## src/rtl/instr_prog_addr_gen.sv

```systemverilog
// Instruction program address generator.
// Walks start_addr..end_addr (inclusive, wrapping through 2^ADDR_W-1) issuing
// one synchronous memory read per cycle. Returned words are held in a
// first-word-fall-through FIFO. A credit check on in-flight plus buffered
// words throttles issue so fetcher backpressure never drops a word.
// Optional feature macro: INSTR_PROG_ADDR_GEN_LOOP_EN adds loop_cnt and repeats
// the program loop_cnt+1 times without a bubble between iterations.
module instr_prog_addr_gen #(
    parameter int unsigned ADDR_W     = 16,
    parameter int unsigned INSTR_W    = 64,
    parameter int unsigned RD_LATENCY = 1,
    parameter int unsigned BUF_DEPTH  = RD_LATENCY + 1,
    parameter int unsigned LOOP_W     = 8
) (
    input  logic               clk,
    input  logic               rst,
    input  logic               start,
    input  logic [ADDR_W-1:0]  start_addr,
    input  logic [ADDR_W-1:0]  end_addr,
`ifdef INSTR_PROG_ADDR_GEN_LOOP_EN
    input  logic [LOOP_W-1:0]  loop_cnt,
`endif
    output logic               busy,
    output logic               done,
    output logic               mem_rd_en,
    output logic [ADDR_W-1:0]  mem_rd_addr,
    input  logic [INSTR_W-1:0] mem_rd_data,
    output logic [INSTR_W-1:0] instr_out,
    output logic               instr_out_vld,
    input  logic               fetcher_rdy
);

    localparam int unsigned CNT_W = $clog2(BUF_DEPTH + 1);
    localparam int unsigned PTR_W = (BUF_DEPTH > 1) ? $clog2(BUF_DEPTH) : 1;
    localparam int unsigned SUM_W = CNT_W + 1;

    // Elaboration-time parameter legality checks
    generate
        if (RD_LATENCY < 1) begin : g_chk_lat
            $error("instr_prog_addr_gen: RD_LATENCY must be >= 1");
        end
        if (BUF_DEPTH < RD_LATENCY + 1) begin : g_chk_depth
            $error("instr_prog_addr_gen: BUF_DEPTH must be >= RD_LATENCY+1");
        end
        if (LOOP_W < 1) begin : g_chk_loop
            $error("instr_prog_addr_gen: LOOP_W must be >= 1");
        end
    endgenerate

    typedef enum logic [1:0] {
        IDLE  = 2'd0,
        RUN   = 2'd1,
        DRAIN = 2'd2
    } state_t;

    state_t              state;
    logic [ADDR_W-1:0]   addr_reg;
    logic [ADDR_W-1:0]   end_reg;
`ifdef INSTR_PROG_ADDR_GEN_LOOP_EN
    logic [ADDR_W-1:0]   start_reg;
    logic [LOOP_W-1:0]   loop_left;
`endif
    logic [CNT_W-1:0]    inflight_cnt;
    logic [CNT_W-1:0]    fifo_cnt;
    logic [CNT_W-1:0]    fifo_cnt_nxt;
    logic [RD_LATENCY-1:0] vld_sr;
    logic [INSTR_W-1:0]  fifo_mem [BUF_DEPTH];
    logic [PTR_W-1:0]    wr_ptr;
    logic [PTR_W-1:0]    rd_ptr;

    logic                pop;
    logic                push;
    logic                issue;
    logic                last_addr;
    logic                drain_done;
    logic [SUM_W-1:0]    credit;

    // Wrap a FIFO pointer at BUF_DEPTH (depth need not be a power of two)
    function automatic logic [PTR_W-1:0] ptr_inc(input logic [PTR_W-1:0] p);
        return (p == PTR_W'(BUF_DEPTH - 1)) ? '0 : p + PTR_W'(1);
    endfunction

    // Credit-based issue decision, FIFO handshakes and drain completion
    always_comb begin
        pop          = instr_out_vld & fetcher_rdy;
        push         = vld_sr[RD_LATENCY-1];
        credit       = SUM_W'(inflight_cnt) + SUM_W'(fifo_cnt) - SUM_W'(pop);
        issue        = (state == RUN) && (credit < SUM_W'(BUF_DEPTH));
        last_addr    = (addr_reg == end_reg);
        fifo_cnt_nxt = fifo_cnt + CNT_W'(push) - CNT_W'(pop);
        drain_done   = (state == DRAIN) && (inflight_cnt == '0) &&
                       (((fifo_cnt == CNT_W'(1)) && pop) || (fifo_cnt == '0));
        mem_rd_en    = issue;
        mem_rd_addr  = issue ? addr_reg : '0;
    end

    assign instr_out = fifo_mem[rd_ptr];

    // Program sequencing FSM with registered busy/done
    always_ff @(posedge clk or posedge rst) begin
        if (rst) begin
            state    <= IDLE;
            addr_reg <= '0;
            end_reg  <= '0;
            busy     <= 1'b0;
            done     <= 1'b0;
`ifdef INSTR_PROG_ADDR_GEN_LOOP_EN
            start_reg <= '0;
            loop_left <= '0;
`endif
        end else begin
            done <= 1'b0;
            case (state)
                IDLE: begin
                    // A start coinciding with the done pulse is dropped
                    if (start && !done) begin
                        addr_reg <= start_addr;
                        end_reg  <= end_addr;
                        busy     <= 1'b1;
                        state    <= RUN;
`ifdef INSTR_PROG_ADDR_GEN_LOOP_EN
                        start_reg <= start_addr;
                        loop_left <= loop_cnt;
`endif
                    end
                end
                RUN: begin
                    if (issue) begin
                        addr_reg <= addr_reg + ADDR_W'(1);
                        if (last_addr) begin
`ifdef INSTR_PROG_ADDR_GEN_LOOP_EN
                            // Reload for the next pass in the same cycle: no bubble
                            if (loop_left != '0) begin
                                addr_reg  <= start_reg;
                                loop_left <= loop_left - LOOP_W'(1);
                            end else begin
                                state <= DRAIN;
                            end
`else
                            state <= DRAIN;
`endif
                        end
                    end
                end
                DRAIN: begin
                    if (drain_done) begin
                        done  <= 1'b1;
                        busy  <= 1'b0;
                        state <= IDLE;
                    end
                end
                default: begin
                    state <= IDLE;
                    busy  <= 1'b0;
                end
            endcase
        end
    end

    // Read-valid pipeline, in-flight tracking and output FIFO storage
    always_ff @(posedge clk or posedge rst) begin
        if (rst) begin
            vld_sr        <= '0;
            inflight_cnt  <= '0;
            fifo_cnt      <= '0;
            wr_ptr        <= '0;
            rd_ptr        <= '0;
            instr_out_vld <= 1'b0;
            for (int i = 0; i < int'(BUF_DEPTH); i++) begin
                fifo_mem[i] <= '0;
            end
        end else begin
            vld_sr[0] <= issue;
            for (int i = 1; i < int'(RD_LATENCY); i++) begin
                vld_sr[i] <= vld_sr[i-1];
            end
            inflight_cnt  <= inflight_cnt + CNT_W'(issue) - CNT_W'(push);
            fifo_cnt      <= fifo_cnt_nxt;
            instr_out_vld <= (fifo_cnt_nxt != '0);
            if (push) begin
                fifo_mem[wr_ptr] <= mem_rd_data;
                wr_ptr           <= ptr_inc(wr_ptr);
            end
            if (pop) begin
                rd_ptr <= ptr_inc(rd_ptr);
            end
        end
    end

    // The credit rule must keep every push away from a full FIFO
    a_no_push_full: assert property (@(posedge clk) disable iff (rst)
        !(push && (fifo_cnt == CNT_W'(BUF_DEPTH))));

endmodule

```

## config.mk

```make
export PLATFORM = sky130hd
export DESIGN_NAME = instr_prog_addr_gen
export DESIGN_NICKNAME = d
export VERILOG_FILES = /design/src/rtl/instr_prog_addr_gen.sv
export SDC_FILE = /design/constraint.sdc
export NUM_CORES = 1
export LEC_CHECK = 0
export CORE_MARGIN = 1.5
export CORE_UTILIZATION = 34
export CTS_BUF_LIST = sky130_fd_sc_hd__clkbuf_8
export DETAILED_ROUTE_END_ITERATION = 8
export SLEW_MARGIN = 20
export SYNTH_ARGS = -nofsm -noshare
export SYNTH_HDL_FRONTEND = slang
export SYNTH_SLANG_ARGS = --single-unit
```

## constraint.sdc

```tcl
create_clock -name clk -period 6.95 [get_ports clk]
set_input_delay 1.0425 -clock clk [delete_from_list [all_inputs] [get_ports clk]]
set_output_delay 1.0425 -clock clk [all_outputs]
set_load 0.02 [all_outputs]
```

**Word-level counts from Yosys, hierarchy flattened**

Cells that the tools add are included.

- Add/sub/neg operators: 9
- $lt $le $gt $ge: 4
- Equality and inequality tests: 8
- Muxes and demuxes: 22
- Bitwise operators: 4
- Reductions and logical operators: 17

Operator list:

| operator | count |
|---|---|
| 64-bit 2-to-1 mux | 4 |
| 128-bit bitwise mux | 1 |
| 64-bit demux with 1-bit select | 1 |
| 16-bit 2-to-1 mux | 3 |
| 16-bit one-hot mux with 2 select lines | 1 |
| 16-bit by 1-bit adder with 16-bit output, second input constant | 1 |
| 16-bit equality test | 1 |
| 2-bit 2-to-1 mux | 4 |
| 2-bit != test, second input constant | 4 |
| 1-bit logical AND | 6 |
| 2-bit zero test | 3 |
| 1-bit 2-to-1 mux | 6 |
| 2-bit one-hot mux with 3 select lines | 1 |
| 3-bit AND reduction | 2 |
| 2-bit by 1-bit adder with 2-bit output | 2 |
| 2-bit by 1-bit equality test with 1-bit output, second input constant | 2 |
| 2-bit greater-or-equal comparator, second input constant | 2 |
| 1-bit inverter with 2-bit output | 2 |
| 4-bit AND reduction | 1 |
| 2-bit nonzero test | 2 |
| 2-bit by 1-bit subtractor with 2-bit output | 2 |
| 2-bit by 2-bit adder with 3-bit output | 1 |
| 3-bit by 2-bit < comparator with 1-bit output, second input constant | 1 |
| 1-bit one-hot mux with 3 select lines | 1 |
| 9 further kinds | 10 |

- Register bits after elaboration: 172
- Output and inout port bits: 84
- Logic and storage cells: 77

**Longest topological paths before layout**

- Depth in word-level cells: 6
- Depth in mapped cells: 11
- Depth with buffers taken out: 9

**Worst setup path after synthesis**

OpenSTA, ideal clock, no wires.

- Kind: in2out
- Start point: input port fetcher_rdy
- End point: output port mem_rd_addr[10]
- Data arrival time: 2.954 ns
- Path slack: 2.954 ns
- Stages: 9
- Path buffers: 2
- Path through: nand2_1 > nor2_1 > o21ai_0 > fa_1 > xor2_1 > and3_1 > clkbuf_1 > buf_2 > and2_1

- Word-level cells in the longest chain between the ends: 5

Ends and longest elaborated chain:

| element | RTL line | text |
|---|---|---|
| from (decl) | 30 | `input logic fetcher_rdy` |
| 1-bit bitwise AND | 85 | `pop = instr_out_vld & fetcher_rdy;` |
| 3-bit by 1-bit subtractor with 3-bit output | 87 | `credit = SUM_W'(inflight_cnt) + SUM_W'(fifo_cnt) - SUM_W'(pop);` |
| 3-bit by 2-bit < comparator with 1-bit output | 88 | `issue = (state == RUN) && (credit < SUM_W'(BUF_DEPTH));` |
| 1-bit logical AND | 88 |  |
| 16-bit 2-to-1 mux | 94 | `mem_rd_addr = issue ? addr_reg : '0;` |
| to (decl) | 26 | `output logic [ADDR_W-1:0] mem_rd_addr,` |

Every way passes these cells.

**Final worst setup path**

- Start point: input port fetcher_rdy
- End point: output port mem_rd_addr[15]

The elaborated chain is that of the path after synthesis.

==> impl_metrics.tcl <==
set metrics [dict create \
    fin_crit_sh_pct 75.1 \
    cap_violations 0 \
    crit_path_end_kind "primary output" \
    synth_cells 595 \
    clkPwrFrac_pct 12.4 \
    dieArea_um2 24700 \
    start_kind "input port" \
    period_minus_slack_ns 5.22 \
    gr-usage-all-layers_pct 15.7 \
    post-cts-setup-buffers 0 \
    tritoncts "done" \
    n_fill_cell 2145 \
    die_w_um 157 \
    required_ns 5.91 \
    dr_total_vias 5353 \
    synth.avg_cell_area_um2 13.6 \
    grtUsageMet3_pct 4.24 \
    switching_share_pct 39.1 \
    cp_max_fo 17 \
    drv_slew 0 \
    hp-class "flop to flop" \
    cts_buffers 17 \
    drt_iter0_markers 229 \
    post_cts_resize_count 0 \
    status "finished clean" \
    path_class "input port to primary output" \
    vias_per_cell 4.88 \
    ys_seq_elements 172 \
    place_inst 1064 \
    finalHoldViolations 0 \
    busiest_layer "met2" \
    clk_pin_slew_worst_paths_ns 0.08 \
    cts_buffer_depth 2 \
    fin_tns_setup_ns 0 \
    p_leak_nw 4.28 \
    antenna_found_initial 0 \
    start_util_pct 34.5 \
    drive_gt1_share_pct 33.7 \
    die_h_um 157 \
    synth-main-ff-cell "dfrtp_1" \
    worstMarginPinSlew_ns 0.981 \
    cts-root-buf "clkbuf_8" \
    yosys_warnings 0 \
    syn_to_final_growth_pct 30.6 \
    arrival_ns 4.18 \
    synthesis.nets 701 \
    numClockSinks 172 \
    nNetsFinal 870 \
    firstDrtPassIters 4 \
    met1_usage_pct 20.4 \
    dp_slack_ns 1.73 \
    sequentialPowerShare_pct 32.1 \
    grt_pass1_vias 5707 \
    synth-edff-count 0 \
    drtAntennaViolNets 0 \
    grt_pass1_wl_mm 30.1 \
    antennaDiodeCount 0 \
    rows 56 \
    async_flop_share_pct 100 \
    drt-total-wl_mm 19.1 \
    max_freq_mhz 191 \
    insertion_delay_ns 0.46 \
    layoutNonFillerInstCount 1096 \
    power.density_nw_per_um2 523 \
    ys_seq_area_share_pct 53.3 \
    htree_levels 4 \
    hpwl_mm 13.1 \
    vdd.ir_drop.worst_mv 0.376 \
    rsz0062_at_grt "false" \
    drc 0 \
    slew_headroom_pct 34.6 \
    syn_area_um2 8080 \
    gp_congestion 0.825 \
    setup_viol 0 \
    combPwrFrac_pct 55.5 \
    use_met2_pct 25.9 \
    layout_setup_ws_ns 1.73 \
    largest_reg_flops 128 \
    grt_max_degree 75 \
    yosysUniqueCellTypes 54 \
    ios 184 \
    skew_ns 0.0217 \
    internal-power_mw 3.36 \
    cts.hold.buffers_added 0 \
    core_area_um2 23400 \
    p_switching_mw 2.16 \
    port_buffers 183 \
    wire_per_inst_um 17.4 \
    grt_overflow 0 \
]
==> cell families (layout without fill, tap and decap cells) <==
kind of cell	after synthesis	after routing	share of synthesized area, %
muxes	209	209	29.1
buffers and inverters	46	228	2.87
DFF	172	172	53.3
adders and majority gates	6	6	1.02
and+or+nand+nor	81	81	5.79
xor gates and xnor gates	24	24	2.60
AOI/OAI and AO/OA	57	57	5.31
==> placed cells by master (no fill, tap or decap), drive strengths merged, types with 2 or more instances in the layout <==
master | netlist | routed
dfrtp | 172 | 172
nand2b | 3 | 3
a31o | 2 | 2
clkinv | 0 | 6
nand3 | 4 | 4
xnor2 | 11 | 11
a31oi | 3 | 3
nand4 | 7 | 7
mux2 | 208 | 208
clkdlybuf4s50 | 0 | 183
clkbuf | 21 | 17
and2 | 18 | 18
a221oi | 2 | 2
ha | 5 | 5
o22ai | 5 | 5
and4 | 5 | 5
buf | 18 | 6
nor4b | 2 | 2
xor2 | 13 | 13
a41oi | 2 | 2
nand2 | 17 | 17
o21ai | 13 | 13
a21oi | 14 | 14
inv | 7 | 16
a2bb2oi | 3 | 3
and3 | 5 | 5
o211ai | 2 | 2
nor4 | 2 | 2
nor2 | 13 | 13
o22a | 2 | 2
==> power by group through the flow <==
stage                     clock (mW)  combinational, mW  sequential (mW)
after floorplan                    0               2.09             1.65
after global placement             0               3.03             1.75
after detailed placement           0               3.09             1.79
after CTS                      0.709               3.11             1.77
after global routing           0.753               3.28             1.84
final                          0.683               3.06             1.77
==> cells in the mapped netlist (2+ instances only) <==
cell type  instances  area (µm²)
buf_6              3        33.8
o211ai_1           2        15.0
inv_1              7        26.3
xor2_1            13         114
and3_1             5        31.3
clkbuf_1          21        78.8
mux2_2           208        2340
nand2b_1           3        18.8
a21oi_2            3        26.3
dfrtp_1          172        4300
buf_2             13        65.1
a41oi_1            2        17.5
and2_1            18         113
o22a_1             2        17.5
and4_1             5        43.8
a21oi_1           11        55.1
nand2_1           17        63.8
ha_1               5        62.6
a221oi_1           2        17.5
o22ai_1            5        31.3
a2bb2oi_2          2        30.0
o21ai_0           13        65.1
nand4_1            7        43.8
xnor2_1           11        96.3
nor4_1             2        12.5
nand3_1            4        20.0
nor2_1            12        45.0
==> final timing paths <==
| path | start | to | slack (ns) | cells after the start |
|---|---|---|---|---|
| worst max-delay path | fetcher_rdy | mem_rd_addr[15] | 1.73 | 9 |
| max in group asynchronous | rst | rd_ptr$_DFFE_PP0P_ | 4.68 | 3 |
| worst min register to register | fifo_mem[15]$_DFFE_PP0P_ | fifo_mem[15]$_DFFE_PP0P_ | 0.51 | 1 |
| worst max register to register | instr_out_vld$_DFF_PP0_ | inflight_cnt[1]$_DFF_PP0_ | 4.13 | 9 |
| min in group asynchronous | rst | fifo_mem[85]$_DFFE_PP0P_ | 1.08 | 2 |
| worst min-delay path | fifo_mem[15]$_DFFE_PP0P_ | fifo_mem[15]$_DFFE_PP0P_ | 0.51 | 1 |
==> metrics by stage <==
step	hold WS, ns	area [µm²]	power, mW	util (%)
after CTS	0.511	10600	5.59	45.1
after floorplan	0.454	8080	3.74	-
final	0.506	10600	5.52	45.1
after detailed placement	0.487	10200	4.88	43.4
after global routing	0.523	10600	5.87	45.1
after global placement	0.481	10200	4.78	43.4
==> layout make-up <==
cell class	count	area, µm²	share of cell area, %
Sequential cell	172	4310	40.8
Inverter	7	31.3	0.296
Clock buffer	17	234	2.22
Tap cell	319	399	3.78
Multi-Input combinational cell	377	3550	33.7
Clock inverter	15	151	1.44
Timing Repair Buffer	189	1880	17.8
==> layer usage <==
metal  vias to the layer above  part of all wire [%]
li1                       2482                     -
met1                      2678                    46
met2                       177                    46
met3                        16                   6.6
met4                         0                   1.1
met5                         -                     0
==> worst max-delay path, cell delays in order <==
cell             delay (ns)
clkdlybuf4s50_1        0.49
nand2_1                0.13
nor2_1                 0.18
o21ai_0                0.14
fa_1                   0.39
xor2_1                 0.46
and3_1                 0.54
and2_1                 0.21
clkdlybuf4s50_1        0.61
Power figures use the tool's default switching activity.
